$ cat src/rtl/fifo_drain_ctrl.sv
// Write-buffer drain: pops {addr,data} entries from a FIFO and issues each one
// as a memory write with req/ack, retrying on error or timeout and dropping after MAX_RETRY.
module fifo_drain_ctrl #(
   parameter int ADDR_W    = 32,
   parameter int DATA_W    = 32,
   parameter int CNTR_W    = 4,
   parameter int TIMEOUT   = 15,
   parameter int MAX_RETRY = 3,
   parameter int RETRY_GAP = 2,
   parameter int ERR_W     = 8
) (
   input  logic                     clk,
   input  logic                     FIFO_clr_n,
   input  logic                     FIFO_reset_n,
   input  logic                     en,
   input  logic [ADDR_W+DATA_W-1:0] fifo_data,
   input  logic [CNTR_W-1:0]        fifo_cnt,
   output logic                     fifo_pop,
   output logic                     mem_req,
   output logic [ADDR_W-1:0]        mem_addr,
   output logic [DATA_W-1:0]        mem_wdata,
   input  logic                     mem_ack,
   input  logic                     mem_err,
   output logic                     busy,
   output logic                     drained,
   output logic [ERR_W-1:0]         drop_cnt
);

   localparam int TMAX  = (TIMEOUT > RETRY_GAP) ? TIMEOUT : RETRY_GAP;
   localparam int TMR_W = $clog2(TMAX + 1);
   localparam int RTY_W = (MAX_RETRY < 1) ? 1 : $clog2(MAX_RETRY + 1);

   typedef enum logic [1:0] {IDLE, REQ, BACKOFF} state_t;

   state_t             state, state_nxt;
   logic [TMR_W-1:0]   timer, timer_nxt;
   logic [RTY_W-1:0]   retry_cnt, retry_nxt;
   logic               req_nxt;
   logic               load;
   logic               drop_inc;

   assign fifo_pop = (state == IDLE) && en && (fifo_cnt != '0) && FIFO_reset_n;
   assign busy     = (state != IDLE);
   assign drained  = (state == IDLE) && (fifo_cnt == '0);

   always_comb begin
      state_nxt = state;
      timer_nxt = timer;
      retry_nxt = retry_cnt;
      req_nxt   = mem_req;
      load      = 1'b0;
      drop_inc  = 1'b0;
      case (state)
         IDLE: begin
            if (fifo_pop) begin
               load      = 1'b1;
               req_nxt   = 1'b1;
               retry_nxt = '0;
               timer_nxt = '0;
               state_nxt = REQ;
            end
         end
         REQ: begin
            // A clean ack beats a timeout landing in the same cycle.
            if (mem_ack && !mem_err) begin
               req_nxt   = 1'b0;
               state_nxt = IDLE;
            end else if (mem_ack || (timer == TMR_W'(TIMEOUT - 1))) begin
               req_nxt = 1'b0;
               if (retry_cnt < RTY_W'(MAX_RETRY)) begin
                  retry_nxt = retry_cnt + 1'b1;
                  timer_nxt = '0;
                  state_nxt = BACKOFF;
               end else begin
                  drop_inc  = 1'b1;
                  state_nxt = IDLE;
               end
            end else begin
               timer_nxt = timer + 1'b1;
            end
         end
         BACKOFF: begin
            if (timer == TMR_W'(RETRY_GAP - 1)) begin
               timer_nxt = '0;
               req_nxt   = 1'b1;
               state_nxt = REQ;
            end else begin
               timer_nxt = timer + 1'b1;
            end
         end
         default: state_nxt = IDLE;
      endcase
   end

   always_ff @(posedge clk or negedge FIFO_clr_n) begin
      if (!FIFO_clr_n)        state <= IDLE;
      else if (!FIFO_reset_n) state <= IDLE;
      else                    state <= state_nxt;
   end

   // Soft reset abandons the in-flight entry but keeps the drop history.
   always_ff @(posedge clk or negedge FIFO_clr_n) begin
      if (!FIFO_clr_n) begin
         mem_req   <= 1'b0;
         mem_addr  <= '0;
         mem_wdata <= '0;
         retry_cnt <= '0;
         timer     <= '0;
         drop_cnt  <= '0;
      end else if (!FIFO_reset_n) begin
         mem_req   <= 1'b0;
         mem_addr  <= '0;
         mem_wdata <= '0;
         retry_cnt <= '0;
         timer     <= '0;
      end else begin
         mem_req   <= req_nxt;
         retry_cnt <= retry_nxt;
         timer     <= timer_nxt;
         if (load) begin
            mem_addr  <= fifo_data[ADDR_W+DATA_W-1:DATA_W];
            mem_wdata <= fifo_data[DATA_W-1:0];
         end
         if (drop_inc && (drop_cnt != {ERR_W{1'b1}}))
            drop_cnt <= drop_cnt + 1'b1;
      end
   end

endmodule

$ cat config.mk
export PLATFORM = sky130hd
export DESIGN_NAME = fifo_drain_ctrl
export DESIGN_NICKNAME = d
export VERILOG_FILES = /design/src/rtl/fifo_drain_ctrl.sv
export SDC_FILE = /design/constraint.sdc
export NUM_CORES = 1
export LEC_CHECK = 0
export ABC_CLOCK_PERIOD_IN_PS = 4600
export CORE_MARGIN = 1.5
export CORE_UTILIZATION = 46
export CTS_CLUSTER_SIZE = 25
export DETAILED_ROUTE_END_ITERATION = 6
export GPL_TIMING_DRIVEN = 0
export PLACE_DENSITY = 0.89
export SLEW_MARGIN = 10
export SYNTH_ARGS = -nofsm -noshare
export SYNTH_HDL_FRONTEND = slang
export SYNTH_SLANG_ARGS = --single-unit
$ cat constraint.sdc
create_clock -name clk -period 4.6 [get_ports clk]
set_clock_uncertainty 0.1 [all_clocks]
set_input_delay 0.69 -clock clk [delete_from_list [all_inputs] [get_ports clk]]
set_output_delay 0.69 -clock clk [all_outputs]
set_load 0.02 [all_outputs]
## Word level (Yosys, flattened, before mapping)

Index checks and enable logic that the tools add are counted.

| operators by class | value |
|---|---|
| $add $sub $neg | 3 |
| $lt $le $gt $ge | 1 |
| equality and inequality tests | 15 |
| muxes and demuxes | 36 |
| reductions and logical operators | 17 |

Operators with widths:

| operator | count |
|---|---|
| 32-bit 2-to-1 mux | 4 |
| 4-bit 2-to-1 mux | 6 |
| 2-bit 2-to-1 mux | 11 |
| 3-bit != test (second input constant) | 5 |
| 4-bit one-hot mux with 3 select lines | 1 |
| 1-bit 2-to-1 mux | 11 |
| 8-bit by 1-bit adder with 8-bit output (second input constant) | 1 |
| 4-bit != test (second input constant) | 2 |
| 8-bit != test (second input constant) | 1 |
| 4-bit AND reduction | 2 |
| 1-bit logical AND | 6 |
| 2-bit one-hot mux with 3 select lines | 1 |
| 5-bit AND reduction | 1 |
| 4-bit by 1-bit adder with 4-bit output (second input constant) | 1 |
| 4-bit by 1-bit equality test with 1-bit output (second input constant) | 1 |
| 4-bit equality test (second input constant) | 1 |
| 4-bit logical NOT | 1 |
| 4-bit by 1-bit != test with 1-bit output (second input constant) | 1 |
| 2-bit one-hot mux with 2 select lines | 1 |
| 4-bit nonzero test | 1 |
| 3-bit by 1-bit != test with 1-bit output (second input constant) | 1 |
| 1-bit one-hot mux with 3 select lines | 1 |
| 3-bit AND reduction | 1 |
| 2-bit by 1-bit adder with 2-bit output (second input constant) | 1 |
| 9 further kinds | 9 |

| word-level totals | value |
|---|---|
| flip-flop bits (word level) | 81 |
| input port bits | 74 |
| logic and storage cells | 79 |

## Depth between registers and ports, before layout

| depth | value |
|---|---|
| depth after elaboration | 8 |
| depth in mapped cells | 8 |
| depth with buffers taken out | 6 |

## Least setup slack after synthesis

OpenSTA, ideal clock, no wires.

| timing | value |
|---|---|
| path type | input -> output |
| start | input fifo_cnt[1] |
| end | output fifo_pop |
| arrival time | 1.822 ns |
| data required time | 3.810 ns |
| path slack | 1.988 ns |
| stages | 4 |
| buffers on the path | 1 |
| cell sequence | or4_1 -> nand3_1 -> clkbuf_1 -> nor2_1 |

| between the ends | value |
|---|---|
| cells in the longest elaborated chain, start to end | 3 |

RTL lines:

| what | RTL line | source |
|---|---|---|
| start: declaration | 17 | `input logic [CNTR_W-1:0] fifo_cnt,` |
| 4-bit nonzero test | 42 | `assign fifo_pop = (state == IDLE) && en && (fifo_cnt != '0) && FIFO_reset_n;` |
| 1-bit logical AND (2 in series) | 42 |  |
| end: declaration | 18 | `output logic fifo_pop,` |

Every way passes these cells.

## Final worst setup path

Ends and elaborated chain as after synthesis.

==> results by group <==
Floorplanning
  • Placeable Area: 7690 sq um
  • Row count: 32
  • Io pins: 150
  • Die height: 92.0 um
  • Die area: 8460 sq um
  • Initial Util: 0.474
  • Die Wd: 92.0 um

Timing
  • Max-slew violations: 0
  • Final Hold Fails: 0
  • Worst-Margin Slew: 614 ps
  • Fmax: 269 MHz
  • Tcrit/Tclk final: 0.809
  • Min Clock Period, post-route: 3720 ps
  • Final setup viols: 0
  • Worst slew margin: 0.590
  • Unrepaired setup endpoints after global routing: false

Clocking
  • Bufs on Longest Clock Path: 2
  • Worst skew pair latency: 350 ps
  • Clock root cell: clkbuf_8
  • Clock buffer count from CTS: 9
  • H-tree levels: 3
  • Clk slew on worst S/H paths: 90 ps
  • CTS tree: done
  • Setup Fix Bufs, Post-CTS: 0
  • Post-CTS Resized: 0
  • Clock Sinks: 81
  • # hold bufs at CTS: 0

Power and ir drop
  • Pwr dens: 425 nW/um^2
  • Pleak: 2.36 nW
  • Worst VDD drop: 0.215 mV

Final layout
  • Final Cell Area: 5520 sq um
  • Antenna cells: 0
  • Area of the multi-input gates: 1490 sq um
  • Final Non-Filler Cells: 670
  • Nets: 647
  • Sequential standard cell area: 2030 sq um
  • Area Overhead vs Synth: 51.6%
  • Fraction of layout cells with a size suffix above 1: 0.0563
  • Fill count: 595

Route
  • DRT Wirelength: 10100 um
  • DRC: 0
  • Drt wl/cell: 15.1 um
  • Via/cell ratio: 5.27
  • Vias: 3531
  • Initial DRC Count: 139
  • Antenna Nets Post-Route: 0
  • DR pass1 iterations: 4

Critical path
  • Crit end category: primary output
  • Startpoint types: input port
  • Critical Path RT: 3810 ps
  • Crit path cell chain: clkdlybuf4s50_1 > or4_1 > nand3_1 > clkbuf_1 > nor2_1 > clkdlybuf4s50_1
  • CP Class: in -> out
  • Arr. time, crit path: 2930 ps
  • Slowest-stage cell, CP: or4_1
  • Critical path's most frequent cell: clkdlybuf4s50_1
  • Critical Path Max Stage Delay: 640 ps
  • Worst-path fanout max: 10

Synth
  • Synth Flop Type: dfrtp_1
  • Cells after synthesis: 403
  • Avg Inst Size Synth: 9.03 sq um
  • Syn Nets: 486
  • Synth warn: 0
  • Distinct cells, synth: 42
  • Yosys top cell area share: 0.557
  • Yosys top cell by area: dfrtp_1
  • Ys async rst share: 1.00
  • Synth area leaders: dfrtp_1, nand2_1, a21oi_1, ha_1, clkbuf_1
  • Post-Syn Area: 3640 sq um
  • Yosys reg bits: 81
  • Number of synthesized flops with an enable pin: 0
  • Register area share after synthesis: 0.557

Flow run
  • Max-cap violations: 0

Global routing
  • Global route overflow: 0
  • Global-route wire length before repair: 16700 um
  • Vias in the first global route: 3534
  • Total track usage: 0.249
  • Largest net degree at the start of global routing: 42
  • Initial antenna violation count: 0

Placed design
  • Cell Count Post-Placement: 655
  • Hpwl dp: 7460 um
  • DP Area: 5280 sq um
  • Number of port buffers: 149
  • GP Congestion: 0.893

Hold path
  • Worst hold path type: in -> async

Run status
  • Status: completed
==> registers in the layout, summed over array words and instances, names as in the netlist <==
| name | flops |
|---|---|
| timer | 4 |
| mem_req | 1 |
| mem_addr | 32 |
| state | 2 |
| mem_wdata | 32 |
| drop_cnt | 8 |
| retry_cnt | 2 |
==> layout by cell type (no fill, tap or decap), drive strengths merged, types with 2 or more instances in the layout <==
cell type      count
clkinv             2
dfrtp             81
nor2               8
nand4b             2
o21ai              2
a22o               2
ha                 9
a21boi             2
nand2            135
nand3             13
inv                8
xnor2              3
bufinv             3
mux2               2
a31oi              3
nand4              3
clkbuf            28
and3               2
or3                2
buf                8
and2               3
clkdlybuf4s50    148
nand3b             2
nor4               2
o211ai             2
a21oi             73
or2                2
or4                4
==> Yosys cell counts, types with 3 or more instances <==
master / n
nand4_1: 3
nor2_1: 8
clkbuf_1: 18
xnor2_1: 3
ha_1: 9
nand3_1: 13
inv_1: 7
or4_1: 4
and2_1: 3
buf_2: 6
a21oi_1: 73
a31oi_1: 3
nand2_1: 135
dfrtp_1: 81
==> critical path: cells and delay by family <==
family                 cells  cell delay (ps)
AND/OR/NAND/NOR            3              880
buffers and inverters      3             1360
==> layout make-up <==
cell class	instances	area share
multi-input cells	290	0.269
plain buffers	24	0.0177
clock inverters	5	0.0188
clock buffers	10	0.0249
flip-flops and latches	81	0.367
inverters	8	0.00544
repair buffers	150	0.273
well taps	102	0.0231
==> worst paths after layout <==
check,depth (start not counted),slack (ps),to,start
setup / recovery,6,880,fifo_pop,fifo_cnt[1]
hold / removal,1,210,drop_cnt[1],FIFO_clr_n
setup reg to reg,8,2150,mem_addr[5],state[0]
hold reg to reg,1,420,drop_cnt[6],drop_cnt[6]
max in group asynchronous,2,3560,mem_addr[12],FIFO_clr_n
min in group clk,1,420,drop_cnt[6],drop_cnt[6]
==> stage by stage <==
step | total power [W] | util | TNS [ps] | hold WS [ps] | setup slack, ps
floorplan | 0.00134 | - | 0 | 294 | 1990
global placement | 0.00169 | 0.684 | -5750 | 383 | -74.3
finish | 0.00235 | 0.718 | 0 | 214 | 880
detailed placement | 0.00173 | 0.687 | 0 | 398 | 896
global route | 0.00247 | 0.718 | 0 | 263 | 731
CTS | 0.00236 | 0.718 | 0 | 234 | 884
==> where the power goes <==
group / internal, W / switching (W)
Combinational: 0.000363 / 0.000488
Clock: 0.000373 / 0.000256
Sequential: 0.000808 / 0.0000597
Total: 0.00154 / 0.000803
==> cell families after synthesis <==
| group | share of synthesized area |
|---|---|
| AO/OA/AOI/OAI | 0.146 |
| XOR/XNOR | 0.00962 |
| adder cells (fa/ha/maj) | 0.0309 |
| buffers and inverters | 0.0351 |
| flip-flops | 0.557 |
| multiplexers | 0.00619 |
| AND/OR/NAND/NOR | 0.216 |
==> layer usage <==
layer,global-route usage,routed length [um],share of wire,vias up
met5,0,0,0,-
met4,0.104,313,0.031,0
met3,0.0506,651,0.064,30
met2,0.432,5010,0.50,150
met1,0.300,4140,0.41,1670
li1,-,-,-,1681
(Power assumes the default switching activity.)
